### src/rtl/wb_block_master.sv
// wb_block_master: Wishbone classic block initiator.
// Moves cmd_len 32-bit words between a local stream and a Wishbone slave,
// one single-beat cycle per word, address stepping by 4 (wraps mod 2^ADDR_W).
//
// Ports:
//   wb_clk_i, wb_rst_i        clock, synchronous active-high reset
//   cmd_valid/cmd_ready       command handshake (ready only in IDLE)
//   cmd_write/addr/len        direction (1=write), start byte address, words
//   wr_valid/wr_ready/wr_data write-data stream into the master
//   rd_valid/rd_ready/rd_data read-data stream out of the master
//   wbm_*                     Wishbone classic master signals
//   busy_o, done_o, err_o     status; done/err are one-cycle pulses
//
// Build option: define WB_MASTER_ERR_EN to abort a command on wbm_err_i.
// Without it wbm_err_i is ignored and only the ack timeout aborts.
module wb_block_master #(
    parameter int ADDR_W  = 32,
    parameter int LEN_W   = 8,
    parameter int TIMEOUT = 255
) (
    input  logic              wb_clk_i,
    input  logic              wb_rst_i,
    input  logic              cmd_valid,
    output logic              cmd_ready,
    input  logic              cmd_write,
    input  logic [ADDR_W-1:0] cmd_addr,
    input  logic [LEN_W-1:0]  cmd_len,
    input  logic              wr_valid,
    input  logic [31:0]       wr_data,
    output logic              wr_ready,
    output logic              rd_valid,
    output logic [31:0]       rd_data,
    input  logic              rd_ready,
    output logic              wbm_cyc_o,
    output logic              wbm_stb_o,
    output logic              wbm_we_o,
    output logic [3:0]        wbm_sel_o,
    output logic [ADDR_W-1:0] wbm_adr_o,
    output logic [31:0]       wbm_dat_o,
    input  logic [31:0]       wbm_dat_i,
    input  logic              wbm_ack_i,
    input  logic              wbm_err_i,
    output logic              busy_o,
    output logic              done_o,
    output logic              err_o
);

    localparam int TMO_W = (TIMEOUT > 1) ? $clog2(TIMEOUT + 1) : 1;

    typedef enum logic [2:0] {
        S_IDLE,
        S_FETCH,
        S_REQ,
        S_DRAIN,
        S_DONE,
        S_ABORT
    } state_e;

    state_e            state_q, state_d;
    logic [ADDR_W-1:0] addr_q, addr_d;
    logic [LEN_W-1:0]  left_q, left_d;
    logic              we_q, we_d;
    logic [31:0]       wdat_q, wdat_d;
    logic [31:0]       rdat_q, rdat_d;
    logic [TMO_W-1:0]  tmo_q, tmo_d;

    logic bus_err;
    logic tmo_hit;

    // Bus address always word aligned; the low byte-offset bits are dropped.
    logic [1:0] unused_addr;
    assign unused_addr = cmd_addr[1:0];

`ifdef WB_MASTER_ERR_EN
    assign bus_err = wbm_err_i;
`else
    logic unused_err;
    assign unused_err = wbm_err_i;
    assign bus_err    = 1'b0;
`endif

    // tmo_q counts REQ cycles already spent without ack, so the beat is
    // given exactly TIMEOUT cycles of stb before it is abandoned.
    if (TIMEOUT == 0) begin : g_no_tmo
        assign tmo_hit = 1'b0;
    end else begin : g_tmo
        assign tmo_hit = (tmo_q == TMO_W'(TIMEOUT - 1));
    end

    always_comb begin
        state_d = state_q;
        addr_d  = addr_q;
        left_d  = left_q;
        we_d    = we_q;
        wdat_d  = wdat_q;
        rdat_d  = rdat_q;
        tmo_d   = '0;
        unique case (state_q)
            S_IDLE: begin
                if (cmd_valid) begin
                    addr_d = {cmd_addr[ADDR_W-1:2], 2'b00};
                    left_d = cmd_len;
                    we_d   = cmd_write;
                    if (cmd_len == '0) begin
                        state_d = S_DONE;
                    end else if (cmd_write) begin
                        state_d = S_FETCH;
                    end else begin
                        state_d = S_REQ;
                    end
                end
            end
            S_FETCH: begin
                if (wr_valid) begin
                    wdat_d  = wr_data;
                    state_d = S_REQ;
                end
            end
            S_REQ: begin
                // err outranks ack; ack outranks an expiring timer.
                if (bus_err) begin
                    state_d = S_ABORT;
                end else if (wbm_ack_i) begin
                    addr_d = addr_q + ADDR_W'(4);
                    left_d = left_q - LEN_W'(1);
                    if (!we_q) begin
                        rdat_d  = wbm_dat_i;
                        state_d = S_DRAIN;
                    end else if (left_q != LEN_W'(1)) begin
                        state_d = S_FETCH;
                    end else begin
                        state_d = S_DONE;
                    end
                end else if (tmo_hit) begin
                    state_d = S_ABORT;
                end else begin
                    tmo_d = tmo_q + TMO_W'(1);
                end
            end
            S_DRAIN: begin
                if (rd_ready) begin
                    state_d = (left_q != '0) ? S_REQ : S_DONE;
                end
            end
            S_DONE:  state_d = S_IDLE;
            S_ABORT: state_d = S_IDLE;
            default: state_d = S_IDLE;
        endcase
    end

    always_ff @(posedge wb_clk_i) begin
        if (wb_rst_i) begin
            state_q <= S_IDLE;
            addr_q  <= '0;
            left_q  <= '0;
            we_q    <= 1'b0;
            wdat_q  <= '0;
            rdat_q  <= '0;
            tmo_q   <= '0;
        end else begin
            state_q <= state_d;
            addr_q  <= addr_d;
            left_q  <= left_d;
            we_q    <= we_d;
            wdat_q  <= wdat_d;
            rdat_q  <= rdat_d;
            tmo_q   <= tmo_d;
        end
    end

    assign cmd_ready = (state_q == S_IDLE);
    assign busy_o    = (state_q != S_IDLE);
    assign wr_ready  = (state_q == S_FETCH);
    assign rd_valid  = (state_q == S_DRAIN);
    assign done_o    = (state_q == S_DONE);
    assign err_o     = (state_q == S_ABORT);
    assign wbm_stb_o = (state_q == S_REQ);
    assign wbm_cyc_o = (state_q == S_FETCH) ||
                       (state_q == S_REQ)   ||
                       (state_q == S_DRAIN);
    assign wbm_we_o  = we_q & wbm_cyc_o;
    assign wbm_sel_o = 4'hF;
    assign wbm_adr_o = addr_q;
    assign wbm_dat_o = wdat_q;
    assign rd_data   = rdat_q;

endmodule

### config.mk
export PLATFORM = sky130hd
export DESIGN_NAME = wb_block_master
export DESIGN_NICKNAME = d
export VERILOG_FILES = /design/src/rtl/wb_block_master.sv
export SDC_FILE = /design/constraint.sdc
export NUM_CORES = 1
export LEC_CHECK = 0
export ABC_AREA = 0
export CAP_MARGIN = 40
export CORE_MARGIN = 2
export CORE_UTILIZATION = 40
export DETAILED_ROUTE_END_ITERATION = 10
export PLACE_DENSITY_LB_ADDON = 0.3
export RECOVER_POWER = 50
export SYNTH_ARGS = -nofsm -noshare
export SYNTH_HDL_FRONTEND = slang
export SYNTH_SLANG_ARGS = --single-unit
### constraint.sdc
create_clock -name wb_clk_i -period 5.7 [get_ports wb_clk_i]
set_clock_uncertainty 0.1 [all_clocks]
set_input_delay 1.71 -clock wb_clk_i [delete_from_list [all_inputs] [get_ports wb_clk_i]]
set_output_delay 1.71 -clock wb_clk_i [all_outputs]
set_load 0.05 [all_outputs]
==> summary.txt <==
Power and ir drop
  • Total Power Consumption: 3.863 mW
  • Clk network pwr share: about a quarter
  • Combinational Power Share: 44.7%
  • Sw Share: 44.39%
  • Max IR drop VDD: 366.6 uV
  • Internal power: about 2.1 mW
  • Net switching power: 1.715 mW
  • Static Leakage: 2.944 nW
  • Sequential cell fraction of total power: 28.9%
  • Power density over the cells: 477.6 nW/um^2

Route
  • DRC violations left: 0
  • DR top layer: met4
  • Average wire length per cell after detail routing: 15.01 um
  • Routed wire length on met3: 1.254 mm
  • Metal-1 WL: between 6 and 7 mm
  • Met2 Routed Length: 7.935 mm
  • Post-route ant nets: 0
  • Total length of routed wires: 16.33 mm
  • First drt pass iteration count: 6
  • Vias per inst: between 5 and 6
  • Initial detailed-routing violation count: 601
  • Vias post-DR: between 5000 and 6000

GRT
  • Wire length of the first global-routing pass: 25.85 mm
  • Largest net degree at the start of global routing: 67
  • Overall fraction of global-route tracks in use: between 20% and 30%
  • Initial antenna violation count: 1
  • GRT overflow: 0
  • Vias in the first global route: 5278

Finish
  • Fill cell total of the finished layout: 1189
  • Design area: 8088 sq um
  • Area Growth Syn to Fin: 51.35%
  • Leading cell type in the layout, fill and taps excluded: clkdlybuf4s50_1
  • Share of post-route cells with drive strength above 1: 5.269%
  • Leading cell types in the layout, fill and taps excluded: clkdlybuf4s50_1 (175), nand2_1 (169), dfxtp_1 (114)
  • Count of nets after finishing: between 1000 and 1500

Clock tree
  • TritonCTS clock tree: built
  • Deepest level of the CTS H-tree: 4
  • Clock buffer depth: 2
  • Worst-skew pair later-pin latency: 410 ps
  • Total setup buffers inserted after CTS: 0
  • Clock root buffer: clkbuf_16
  • TritonCTS buffer count: 17
  • Number of gates resized after cts: 0
  • Clock-pin slew of the registers on the worst-case setup and hold paths: 60 ps
  • Clock sink count: roughly 110
  • Total of hold buffers inserted after clock tree synthesis: 0

Timing
  • Max Freq: 0.2187 GHz
  • Hold Fails Final Rpt: 0
  • Relative slew slack: -80.34%
  • Worst Hold Margin: 346.9 ps
  • Unrepaired setup endpoints after global routing: false
  • Post-layout min period: roughly 4600 ps
  • Pins Over Slew Limit: slightly above 60
  • Endpoints failing setup: 0
  • Setup_tns: 0 ps
  • Worst-margin pin slew: 2705 ps
  • Share of the clock period used by the worst path: about four fifths
  • Final Worst Setup Slack: roughly 1100 ps

Critical path
  • Slowest-stage cell, CP: clkbuf_1
  • Critical path's largest stage delay: 1980 ps
  • Critical-path cell list: clkbuf_2 > clkbuf_1 > a21oi_1
  • Critical path buffer and inverter count: 2
  • Required time of the critical path: 5760 ps
  • Critical path fanouts, max: 61
  • Critical Setup Path Class: in -> reg
  • Setup crit end kind: flip-flop
  • Startpoint type of the worst setup path: input port
  • Worst path top cell family by delay: buffers and inverters
  • Data arrival at the endpoint of the critical path: 4640 ps

Logic synthesis
  • Mean instance size in the synthesized netlist: around 7.5 sq um
  • Number of distinct standard cells referenced by the synthesized netlist: 58
  • Largest area contributor in the synthesized netlist: dfxtp_1
  • Count of mapped cells out of synthesis: 712
  • Yosys top cell area share: 42.71%
  • Post-synth design cell area: 5344 sq um
  • Warning count from the yosys run: 0
  • Synth Register Bits: 114
  • Cells taking the most area after synthesis: dfxtp_1 (43%), nand2_1 (12%), a21oi_1 (9.2%)
  • Post-synth top flop: dfxtp_1
  • Fraction of registers with async set/reset: 0%
  • Sequential share of the synthesized area: 42.71%
  • EDFF count, synth: 0

Die
  • Placeable Area: 13140 sq um
  • Starting utilization of the core area: roughly two fifths
  • Standard-cell rows: 42
  • Die Y: between 100 and 150 um
  • Die area: 14300 sq um
  • Top-Level Pins: 221
  • Die X-Extent: 119.6 um

Status
  • Failing checks: max-capacitance violations, max-slew violations
  • Outcome: finished, violations left

Worst hold path
  • Class of the most critical hold timing path: reg -> reg

Placement
  • Global placement routability congestion: 0.8424
  • Number of buffer cells added on primary ports: 211
  • Placed Instance Area: 7532 sq um
  • HPWL after DPL: 11.04 mm
  • Worst setup slack before clock tree synthesis: 1374 ps

Flow run
  • Count of max-cap constraint violations: 1
## layout make-up
class                           instances  area (sq um)  area share (%)
Sequential cell                       114          2282           28.22
Clock buffer                           18         439.2           5.430
Tap cell                              176         220.2           2.723
Antenna cell                            1         2.502         0.03094
Clock inverter                         14         131.4           1.624
Timing Repair Buffer                  220          2186           27.03
Inverter                               12         45.04          0.5569
Multi-Input combinational cell        533          2781           34.39
## synth_stat cells (3+ instances only)
| cell | n |
|---|---|
| a211oi_1 | 9 |
| buf_4 | 6 |
| nor4_1 | 5 |
| a2bb2oi_1 | 5 |
| a21oi_1 | 98 |
| a22oi_1 | 4 |
| or4_1 | 3 |
| nand3_1 | 29 |
| nor2_1 | 54 |
| inv_1 | 12 |
| o32ai_1 | 3 |
| and2_1 | 4 |
| nor3b_1 | 3 |
| clkbuf_1 | 39 |
| or3_1 | 7 |
| nand2_1 | 169 |
| nand4_1 | 13 |
| a31oi_1 | 6 |
| xor2_1 | 3 |
| xnor2_1 | 3 |
| buf_2 | 11 |
| dfxtp_1 | 114 |
| nor3_1 | 21 |
| mux2i_1 | 5 |
| ha_1 | 6 |
| o21ai_0 | 22 |
| a22o_1 | 3 |
| and3_1 | 11 |
## per-layer routing
| metal | global-route usage [%] | up-vias |
|---|---|---|
| met5 | 0 | - |
| met4 | 8.382 | 0 |
| met3 | 6.749 | 24 |
| met2 | 37.21 | 220 |
| met1 | 27.73 | 2679 |
| li1 | - | 2857 |
## sequential cells by signal, indices dropped and copies added, names as in the netlist
signal	flops
state_q	3
tmo_q	8
rd_data	32
we_q	1
left_q	8
wbm_dat_o	32
wbm_adr_o	30
## worst register-to-register path, stage by stage, from the launching register on
cell     delay (ps)
dfxtp_1         550
or3b_2          520
buf_4           360
nor3b_1         720
buf_4           420
nand2_1         120
a21oi_1         150
## per-stage QoR
| step | utilization (%) | cells |
|---|---|---|
| 4_1_cts | 61.68 | 1087 |
| 2_1_floorplan | - | 716 |
| 5_1_grt | 61.56 | 1088 |
| 3_5_place_dp | 57.33 | 1055 |
| 3_3_place_gp | 57.10 | 1053 |
| 6_report | 61.56 | 1088 |
## power groups by stage
stage,Sequential [mW],Combinational (mW),Clock [mW]
2_1_floorplan,1.50,0.804,0
6_report,1.12,1.73,1.02
5_1_grt,1.14,1.85,1.08
3_5_place_dp,1.13,1.73,0
3_3_place_gp,1.13,1.71,0
4_1_cts,1.11,1.75,1.03
## kinds of logic after synthesis
family          share of synthesized area (%)
compound gates                          19.43
xor+xnor                               0.9836
fa+ha+maj                               1.405
buf+inv                                 5.525
flops                                   42.71
mux                                     1.358
other cells                            0.1405
simple gates                            28.45
## worst paths after layout
kind,from,to,slack (ps),cells past startpoint
hold / removal,rd_data[20]$_SDFFE_PP0P_,rd_data[20]$_SDFFE_PP0P_,350,2
hold reg to reg,rd_data[20]$_SDFFE_PP0P_,rd_data[20]$_SDFFE_PP0P_,350,2
setup / recovery,wb_rst_i,rd_data[24]$_SDFFE_PP0P_,1130,3
setup reg to reg,state_q[1]$_SDFFE_PP0P_,rd_data[24]$_SDFFE_PP0P_,2650,6
Note: power is estimated with default switching activity, not from simulation.
